[config.mk]
export PLATFORM = sky130hd
export DESIGN_NAME = bot_feeder_flat
export DESIGN_NICKNAME = d
export VERILOG_FILES = /design/src/rtl/bot_feeder_if.sv /design/src/rtl/bot_feeder.sv /design/src/flat_wrapper.sv
export SDC_FILE = /design/constraint.sdc
export NUM_CORES = 2
export LEC_CHECK = 0
export CAP_MARGIN = 20
export CORE_ASPECT_RATIO = 0.75
export CORE_MARGIN = 10
export CORE_UTILIZATION = 61
export DETAILED_ROUTE_END_ITERATION = 8
export PLACE_DENSITY = 0.8
export SKIP_CTS_REPAIR_TIMING = 1
export SLEW_MARGIN = 0
export SYNTH_ARGS = -nofsm -noshare
export SYNTH_HDL_FRONTEND = slang
export SYNTH_SLANG_ARGS = --single-unit
[constraint.sdc]
create_clock -name clk -period 14.95 [get_ports clk]
set_input_delay 2.99 -clock clk [delete_from_list [all_inputs] [get_ports clk]]
set_output_delay 2.99 -clock clk [all_outputs]
set_load 0.01 [all_outputs]
[src/rtl/bot_feeder_if.sv]
// Pull-side bundle between the bot feeder and its producer/consumer: the write port, the
// graph-request port, result return and status.
interface bot_feeder_if #(
    parameter int unsigned EXTRA_DATA_WIDTH  = 14,
    parameter int unsigned DEPTH_LOG2        = 4,
    parameter int unsigned OUTSTANDING_WIDTH = 6
);
    logic                          writeValid;
    logic [127:0]                  writeBot;
    logic [EXTRA_DATA_WIDTH-1:0]   writeExtra;
    logic                          writeReady;
    logic                          requestGraph;
    logic [127:0]                  botOut;
    logic [EXTRA_DATA_WIDTH-1:0]   extraDataOut;
    logic                          graphAvailable;
    logic                          resultDone;
    logic [OUTSTANDING_WIDTH-1:0]  outstanding;
    logic [DEPTH_LOG2:0]           fifoCount;
    logic                          idle;
    logic                          underflowError;

    modport master (
        output writeValid, writeBot, writeExtra, requestGraph, resultDone,
        input  writeReady, botOut, extraDataOut, graphAvailable, outstanding,
               fifoCount, idle, underflowError
    );

    modport slave (
        input  writeValid, writeBot, writeExtra, requestGraph, resultDone,
        output writeReady, botOut, extraDataOut, graphAvailable, outstanding,
               fifoCount, idle, underflowError
    );
endinterface

[src/rtl/bot_feeder.sv]
// FWFT work-item FIFO feeding the compute module's graph-request port, with in-flight
// accounting, an issue ceiling and an idle flag for job completion.
module bot_feeder #(
    parameter int unsigned EXTRA_DATA_WIDTH  = 14,
    parameter int unsigned DEPTH_LOG2        = 4,
    parameter int unsigned OUTSTANDING_WIDTH = 6
) (
    input  logic             clk,
    input  logic             rst,
    bot_feeder_if.slave      bus
);
    localparam int unsigned BOT_WIDTH = 128;
    localparam int unsigned DEPTH     = 1 << DEPTH_LOG2;
    localparam int unsigned CNT_WIDTH = DEPTH_LOG2 + 1;
    localparam int unsigned OUT_MAX   = (1 << OUTSTANDING_WIDTH) - 1;

    logic [DEPTH_LOG2-1:0]        wr_ptr_q, wr_ptr_d;
    logic [DEPTH_LOG2-1:0]        rd_ptr_q, rd_ptr_d;
    logic [CNT_WIDTH-1:0]         count_q, count_d;
    logic [OUTSTANDING_WIDTH-1:0] outst_q, outst_d;
    logic                         underflow_q, underflow_d;

    logic [BOT_WIDTH-1:0]         bot_mem_q   [DEPTH];
    logic [EXTRA_DATA_WIDTH-1:0]  extra_mem_q [DEPTH];

    logic full, empty, at_ceiling, push, pop;

    // Status is derived from registers only; requests never reach an output combinationally.
    assign full       = (count_q == CNT_WIDTH'(DEPTH));
    assign empty      = (count_q == '0);
    assign at_ceiling = (outst_q == OUTSTANDING_WIDTH'(OUT_MAX));
    assign push       = bus.writeValid & ~full;
    assign pop        = bus.requestGraph & ~empty & ~at_ceiling;

    assign bus.writeReady     = ~full;
    assign bus.graphAvailable = ~empty & ~at_ceiling;
    assign bus.botOut         = bot_mem_q[rd_ptr_q];
    assign bus.extraDataOut   = extra_mem_q[rd_ptr_q];
    assign bus.outstanding    = outst_q;
    assign bus.fifoCount      = count_q;
    assign bus.idle           = empty & (outst_q == '0);
    assign bus.underflowError = underflow_q;

    always_comb begin
        wr_ptr_d    = wr_ptr_q;
        rd_ptr_d    = rd_ptr_q;
        count_d     = count_q;
        outst_d     = outst_q;
        underflow_d = underflow_q;

        if (push) wr_ptr_d = wr_ptr_q + DEPTH_LOG2'(1);
        if (pop)  rd_ptr_d = rd_ptr_q + DEPTH_LOG2'(1);

        if (push && !pop)      count_d = count_q + CNT_WIDTH'(1);
        else if (!push && pop) count_d = count_q - CNT_WIDTH'(1);

        // A return in the same cycle as an issue cancels out.
        if (pop && !bus.resultDone) begin
            outst_d = outst_q + OUTSTANDING_WIDTH'(1);
        end else if (!pop && bus.resultDone) begin
            if (outst_q != '0) outst_d = outst_q - OUTSTANDING_WIDTH'(1);
            else               underflow_d = 1'b1;
        end
    end

    always_ff @(posedge clk or posedge rst) begin
        if (rst) begin
            wr_ptr_q    <= '0;
            rd_ptr_q    <= '0;
            count_q     <= '0;
            outst_q     <= '0;
            underflow_q <= 1'b0;
        end else begin
            wr_ptr_q    <= wr_ptr_d;
            rd_ptr_q    <= rd_ptr_d;
            count_q     <= count_d;
            outst_q     <= outst_d;
            underflow_q <= underflow_d;
        end
    end

    // Storage needs no reset: contents are only observed while count is non-zero.
    always_ff @(posedge clk) begin
        if (push) begin
            bot_mem_q[wr_ptr_q]   <= bus.writeBot;
            extra_mem_q[wr_ptr_q] <= bus.writeExtra;
        end
    end
endmodule

[src/flat_wrapper.sv]
// flat-port wrapper written by rule: the top's interface ports become plain ports
module bot_feeder_flat 
#(
    parameter int unsigned EXTRA_DATA_WIDTH  = 14,
    parameter int unsigned DEPTH_LOG2        = 4,
    parameter int unsigned OUTSTANDING_WIDTH = 6
)
  (clk, rst, bus_writeValid, bus_writeBot, bus_writeExtra, bus_requestGraph, bus_resultDone, bus_writeReady, bus_botOut, bus_extraDataOut, bus_graphAvailable, bus_outstanding, bus_fifoCount, bus_idle, bus_underflowError);
  bot_feeder_if #(.EXTRA_DATA_WIDTH(EXTRA_DATA_WIDTH), .DEPTH_LOG2(DEPTH_LOG2), .OUTSTANDING_WIDTH(OUTSTANDING_WIDTH)) bus_i ();
  input  logic clk;
  input  logic rst;
  input wire logic [$bits(bus_i.writeValid)-1:0] bus_writeValid;
  input wire logic [$bits(bus_i.writeBot)-1:0] bus_writeBot;
  input wire logic [$bits(bus_i.writeExtra)-1:0] bus_writeExtra;
  input wire logic [$bits(bus_i.requestGraph)-1:0] bus_requestGraph;
  input wire logic [$bits(bus_i.resultDone)-1:0] bus_resultDone;
  output wire logic [$bits(bus_i.writeReady)-1:0] bus_writeReady;
  output wire logic [$bits(bus_i.botOut)-1:0] bus_botOut;
  output wire logic [$bits(bus_i.extraDataOut)-1:0] bus_extraDataOut;
  output wire logic [$bits(bus_i.graphAvailable)-1:0] bus_graphAvailable;
  output wire logic [$bits(bus_i.outstanding)-1:0] bus_outstanding;
  output wire logic [$bits(bus_i.fifoCount)-1:0] bus_fifoCount;
  output wire logic [$bits(bus_i.idle)-1:0] bus_idle;
  output wire logic [$bits(bus_i.underflowError)-1:0] bus_underflowError;
  assign bus_i.writeValid = bus_writeValid;
  assign bus_i.writeBot = bus_writeBot;
  assign bus_i.writeExtra = bus_writeExtra;
  assign bus_i.requestGraph = bus_requestGraph;
  assign bus_i.resultDone = bus_resultDone;
  assign bus_writeReady = bus_i.writeReady;
  assign bus_botOut = bus_i.botOut;
  assign bus_extraDataOut = bus_i.extraDataOut;
  assign bus_graphAvailable = bus_i.graphAvailable;
  assign bus_outstanding = bus_i.outstanding;
  assign bus_fifoCount = bus_i.fifoCount;
  assign bus_idle = bus_i.idle;
  assign bus_underflowError = bus_i.underflowError;
  bot_feeder #(.EXTRA_DATA_WIDTH(EXTRA_DATA_WIDTH), .DEPTH_LOG2(DEPTH_LOG2), .OUTSTANDING_WIDTH(OUTSTANDING_WIDTH)) u_core (.clk(clk), .rst(rst), .bus(bus_i));
endmodule
==> metrics.txt <==
# TYPE chip_impl_metric gauge
chip_impl_info{name="result_of_the_run",value="completed"} 1
chip_impl_metric{name="sink_count",unit=""} 2292
chip_impl_metric{name="drt-initial-drc-count",unit=""} 5186
chip_impl_info{name="worst_path_dominant_cell_family",value="buffers and inverters"} 1
chip_impl_metric{name="ctsLongestPathBuffers",unit=""} 3
chip_impl_metric{name="syn_to_final_growth",unit="%"} 13.7
chip_impl_info{name="layout_common_cells",value="sky130_fd_sc_hd__edfxtp_1, sky130_fd_sc_hd__mux4_2, sky130_fd_sc_hd__clkdlybuf4s50_1"} 1
chip_impl_metric{name="critical-path-max-stage-delay",unit="ns"} 0.94
chip_impl_metric{name="initial_util",unit="%"} 61.5
chip_impl_metric{name="global_route.overflow_total",unit=""} 0
chip_impl_info{name="clock_tree_from_tritoncts",value="built"} 1
chip_impl_metric{name="p_leak",unit="nW"} 30.6
chip_impl_metric{name="fmax",unit="GHz"} 0.120
chip_impl_metric{name="switch_pwr",unit="mW"} 5.56
chip_impl_metric{name="pin_count_of_the_biggest_net_entering_global_routing",unit=""} 149
chip_impl_metric{name="synth_cell_types",unit=""} 38
chip_impl_metric{name="total_power",unit="mW"} 19.1
chip_impl_metric{name="clkTransAtPathRegs",unit="ns"} 0.07
chip_impl_metric{name="timing.final.crit_period",unit="ns"} 8.35
chip_impl_info{name="critical_path.startpoint_type",value="register"} 1
chip_impl_metric{name="finalSetupViolations",unit=""} 0
chip_impl_metric{name="worstPathArrival",unit="ns"} 5.36
chip_impl_metric{name="synth.yosys.warnings",unit=""} 0
chip_impl_metric{name="placement_rows",unit=""} 119
chip_impl_metric{name="switching_share",unit="%"} 29.2
chip_impl_metric{name="ir_worst_vdd",unit="mV"} 0.181
chip_impl_metric{name="ys_seq_elements",unit=""} 2292
chip_impl_metric{name="share_of_power_burned_in_combinational_logic",unit="%"} 30.8
chip_impl_metric{name="dp.final_hpwl",unit="µm"} 93300
chip_impl_metric{name="synth_cells",unit=""} 3452
chip_impl_metric{name="grt_pass1_wl",unit="µm"} 297000
chip_impl_metric{name="cts_made_buffers",unit=""} 200
chip_impl_metric{name="synth_fp_nets",unit=""} 3616
chip_impl_metric{name="final.period_utilization",unit="%"} 55.9
chip_impl_metric{name="skew",unit="ns"} 0.0265
chip_impl_metric{name="cp_num_buf_inv",unit=""} 3
chip_impl_metric{name="insertion_delay",unit="ns"} 0.82
chip_impl_info{name="crit_path_top_delay_cell",value="sky130_fd_sc_hd__dfrtp_4"} 1
chip_impl_metric{name="drc",unit=""} 0
chip_impl_metric{name="drtPass1Iterations",unit=""} 5
chip_impl_info{name="hold_path.class",value="reg2reg"} 1
chip_impl_metric{name="width_of_the_die",unit="µm"} 455
chip_impl_metric{name="vias",unit=""} 40251
chip_impl_metric{name="net_total_in_the_final_layout",unit=""} 4012
chip_impl_info{name="timing.critical_path.to_type",value="output port"} 1
chip_impl_metric{name="slew_violations",unit=""} 0
chip_impl_metric{name="setup_tns",unit="ns"} 0
chip_impl_metric{name="layout-drive-gt1-share",unit="%"} 25.8
chip_impl_info{name="rsz0062_at_grt",value="false"} 1
chip_impl_info{name="clk_root_buffer_cell",value="sky130_fd_sc_hd__clkbuf_16"} 1
chip_impl_metric{name="post_drt_via_cell_ratio",unit=""} 6.82
chip_impl_metric{name="ant_nets",unit=""} 0
chip_impl_metric{name="finish.utilization",unit="%"} 70.0
chip_impl_metric{name="wirelength",unit="µm"} 203000
chip_impl_metric{name="p_int",unit="mW"} 13.5
chip_impl_metric{name="final-hold-violation-count",unit=""} 0
chip_impl_metric{name="max_slew_margin_vs_limit",unit="%"} 21.2
chip_impl_metric{name="synth-seq-area-share",unit="%"} 79.3
chip_impl_metric{name="post-route-worst-setup-slack",unit="ns"} 6.60
chip_impl_metric{name="cts-htree-levels",unit=""} 4
chip_impl_metric{name="vias_in_the_first_global_route",unit=""} 41643
chip_impl_metric{name="post_drt_wl_per_cell",unit="µm"} 34.4
chip_impl_metric{name="maxCapViolations",unit=""} 0
chip_impl_info{name="worstPathCellList",value="buf_4 > buf_12 > mux4_2 > mux4_2 > clkdlybuf4s50_1"} 1
chip_impl_info{name="worst_path_most_repeated_cell",value="sky130_fd_sc_hd__mux4_2"} 1
chip_impl_metric{name="die_height",unit="µm"} 346
chip_impl_metric{name="io-pin-count",unit=""} 304
chip_impl_metric{name="grt_antenna_before_repair",unit=""} 29
chip_impl_metric{name="clock_power_share",unit="%"} 26.9
chip_impl_metric{name="track_usage",unit="%"} 25.9
chip_impl_metric{name="gpl.final_weighted_congestion",unit=""} 0.724
chip_impl_info{name="kind_of_critical_path",value="reg2out"} 1
chip_impl_metric{name="tightest_slew",unit="ns"} 1.18
chip_impl_metric{name="synthesis.area",unit="µm²"} 86700
chip_impl_metric{name="numPortBuffers",unit=""} 303
chip_impl_metric{name="power_frac_seq",unit="%"} 42.2
chip_impl_metric{name="core_area",unit="µm²"} 141000
chip_impl_metric{name="worst-path-max-fanout",unit=""} 106
chip_impl_metric{name="worst_ep_required_time",unit="ns"} 11.96
chip_impl_info{name="final_common_cell",value="sky130_fd_sc_hd__edfxtp_1"} 1
chip_impl_metric{name="preCtsSetupSlack",unit="ns"} 7.48
chip_impl_metric{name="cellPowerDensity",unit="nW/µm²"} 193
chip_impl_metric{name="die-area",unit="µm²"} 158000
chip_impl_metric{name="avgSynthCellArea",unit="µm²"} 25.1
==> worst reg2reg max path, cell delays in order, from the launching register on <==
cell and delay (ns):
sky130_fd_sc_hd__dfrtp_1 0.45, sky130_fd_sc_hd__or3_1 0.23, sky130_fd_sc_hd__o31a_1 0.38, sky130_fd_sc_hd__nand2_1 0.33
sky130_fd_sc_hd__nor3_2 0.22, sky130_fd_sc_hd__buf_4 0.65, sky130_fd_sc_hd__buf_4 0.88, sky130_fd_sc_hd__buf_4 0.96
==> sequential cells by signal (all words and copies together) (netlist names) <==
register,cells
u_core.wr_ptr_q,4
u_core.bus.fifoCount,5
u_core.extra_mem_q,224
u_core.bot_mem_q,2048
u_core.bus.outstanding,6
u_core.rd_ptr_q,4
u_core.bus.underflowError,1
==> layout make-up <==
class / count / area [µm²]
Sequential cell: 2292 / 68700
Tap cell: 1875 / 2350
Inverter: 9 / 33.8
Timing Repair Buffer: 373 / 3720
Clock buffer: 256 / 5330
Fill cell: 7929 / 42300
Clock inverter: 110 / 1110
Antenna cell: 18 / 45.0
Multi-Input combinational cell: 972 / 17200
==> per-stage QoR <==
step | hold WS [ns] | cell area [µm²] | std cells
final | 0.472 | 98500 | 5905
after detailed placement | 0.460 | 92000 | 5520
after global placement | 0.454 | 92000 | 5520
after floorplan | 0.503 | 86700 | 3452
after global routing | 0.508 | 98500 | 5903
after CTS | 0.475 | 98500 | 5886
==> cells in the mapped netlist (all sizes together) <==
master  number  area share, %
edfxtp    2272             79
or2          2          0.014
mux2i       51           0.59
a21o         4          0.035
mux2         3          0.039
fa           2          0.046
buf        103           0.63
nand2       15          0.065
nand2b       2          0.014
o31a         1          0.010
o221ai       1          0.010
nand3        1         0.0058
a221oi       1          0.010
and3         2          0.014
ha          15           0.22
nor4         1         0.0072
clkbuf      76           0.33
a21oi       54           0.31
nor2b       50           0.36
or3          2          0.014
o21ai        9          0.052
xor2         5          0.051
a211oi      51           0.44
inv          9          0.039
nor3         5          0.029
a311oi       1          0.010
xnor2        9          0.091
nor2        19          0.082
o211ai       1         0.0087
mux4       660             17
o22a         1          0.010
a41o         1          0.012
dfrtp       20           0.58
nand4        2          0.014
nor3b        1         0.0087
==> logic make-up after synthesis <==
family          share of synthesized area [%]
mux                                      17.8
xor+xnor                                0.141
compound gates                          0.911
buf+inv                                 0.995
flops                                    79.3
fa+ha+maj                               0.263
simple gates                            0.631
==> worst paths after layout <==
path,start,to,slack (ns),cells after the start
max,u_core.rd_ptr_q[0]$_DFFE_PP0P_,bus_botOut[29],6.60,5
min,u_core.bus.underflowError$_DFFE_PP0P_,u_core.bus.underflowError$_DFFE_PP0P_,0.47,1
min reg2reg,u_core.bus.underflowError$_DFFE_PP0P_,u_core.bus.underflowError$_DFFE_PP0P_,0.47,1
max reg2reg,u_core.bus.fifoCount[0]$_DFFE_PP0P_,u_core.extra_mem_q[1][2]$_DFFE_PP_,10.39,7
max in group asynchronous,rst,u_core.rd_ptr_q[1]$_DFFE_PP0P_,11.70,2
min in group asynchronous,rst,u_core.bus.fifoCount[0]$_DFFE_PP0P_,2.64,2
==> power by group through the flow <==
stage               Sequential (mW)  Combinational (mW)  Clock (mW)
floorplan                      8.13                3.76           0
global placement               8.11                5.80           0
detailed placement             8.15                5.86           0
CTS                            8.05                5.98        5.21
global route                   8.09                6.22        5.45
finish                         8.05                5.88        5.14
==> metal layers <==
metal / part of all wire, % / global-route usage [%]
met3: 9.0 / 4.76
met2: 51 / 41.7
met5: 0.060 / 0
met1: 37 / 36.4
met4: 2.9 / 8.69
No activity file was read; power rests on OpenSTA's default activity.
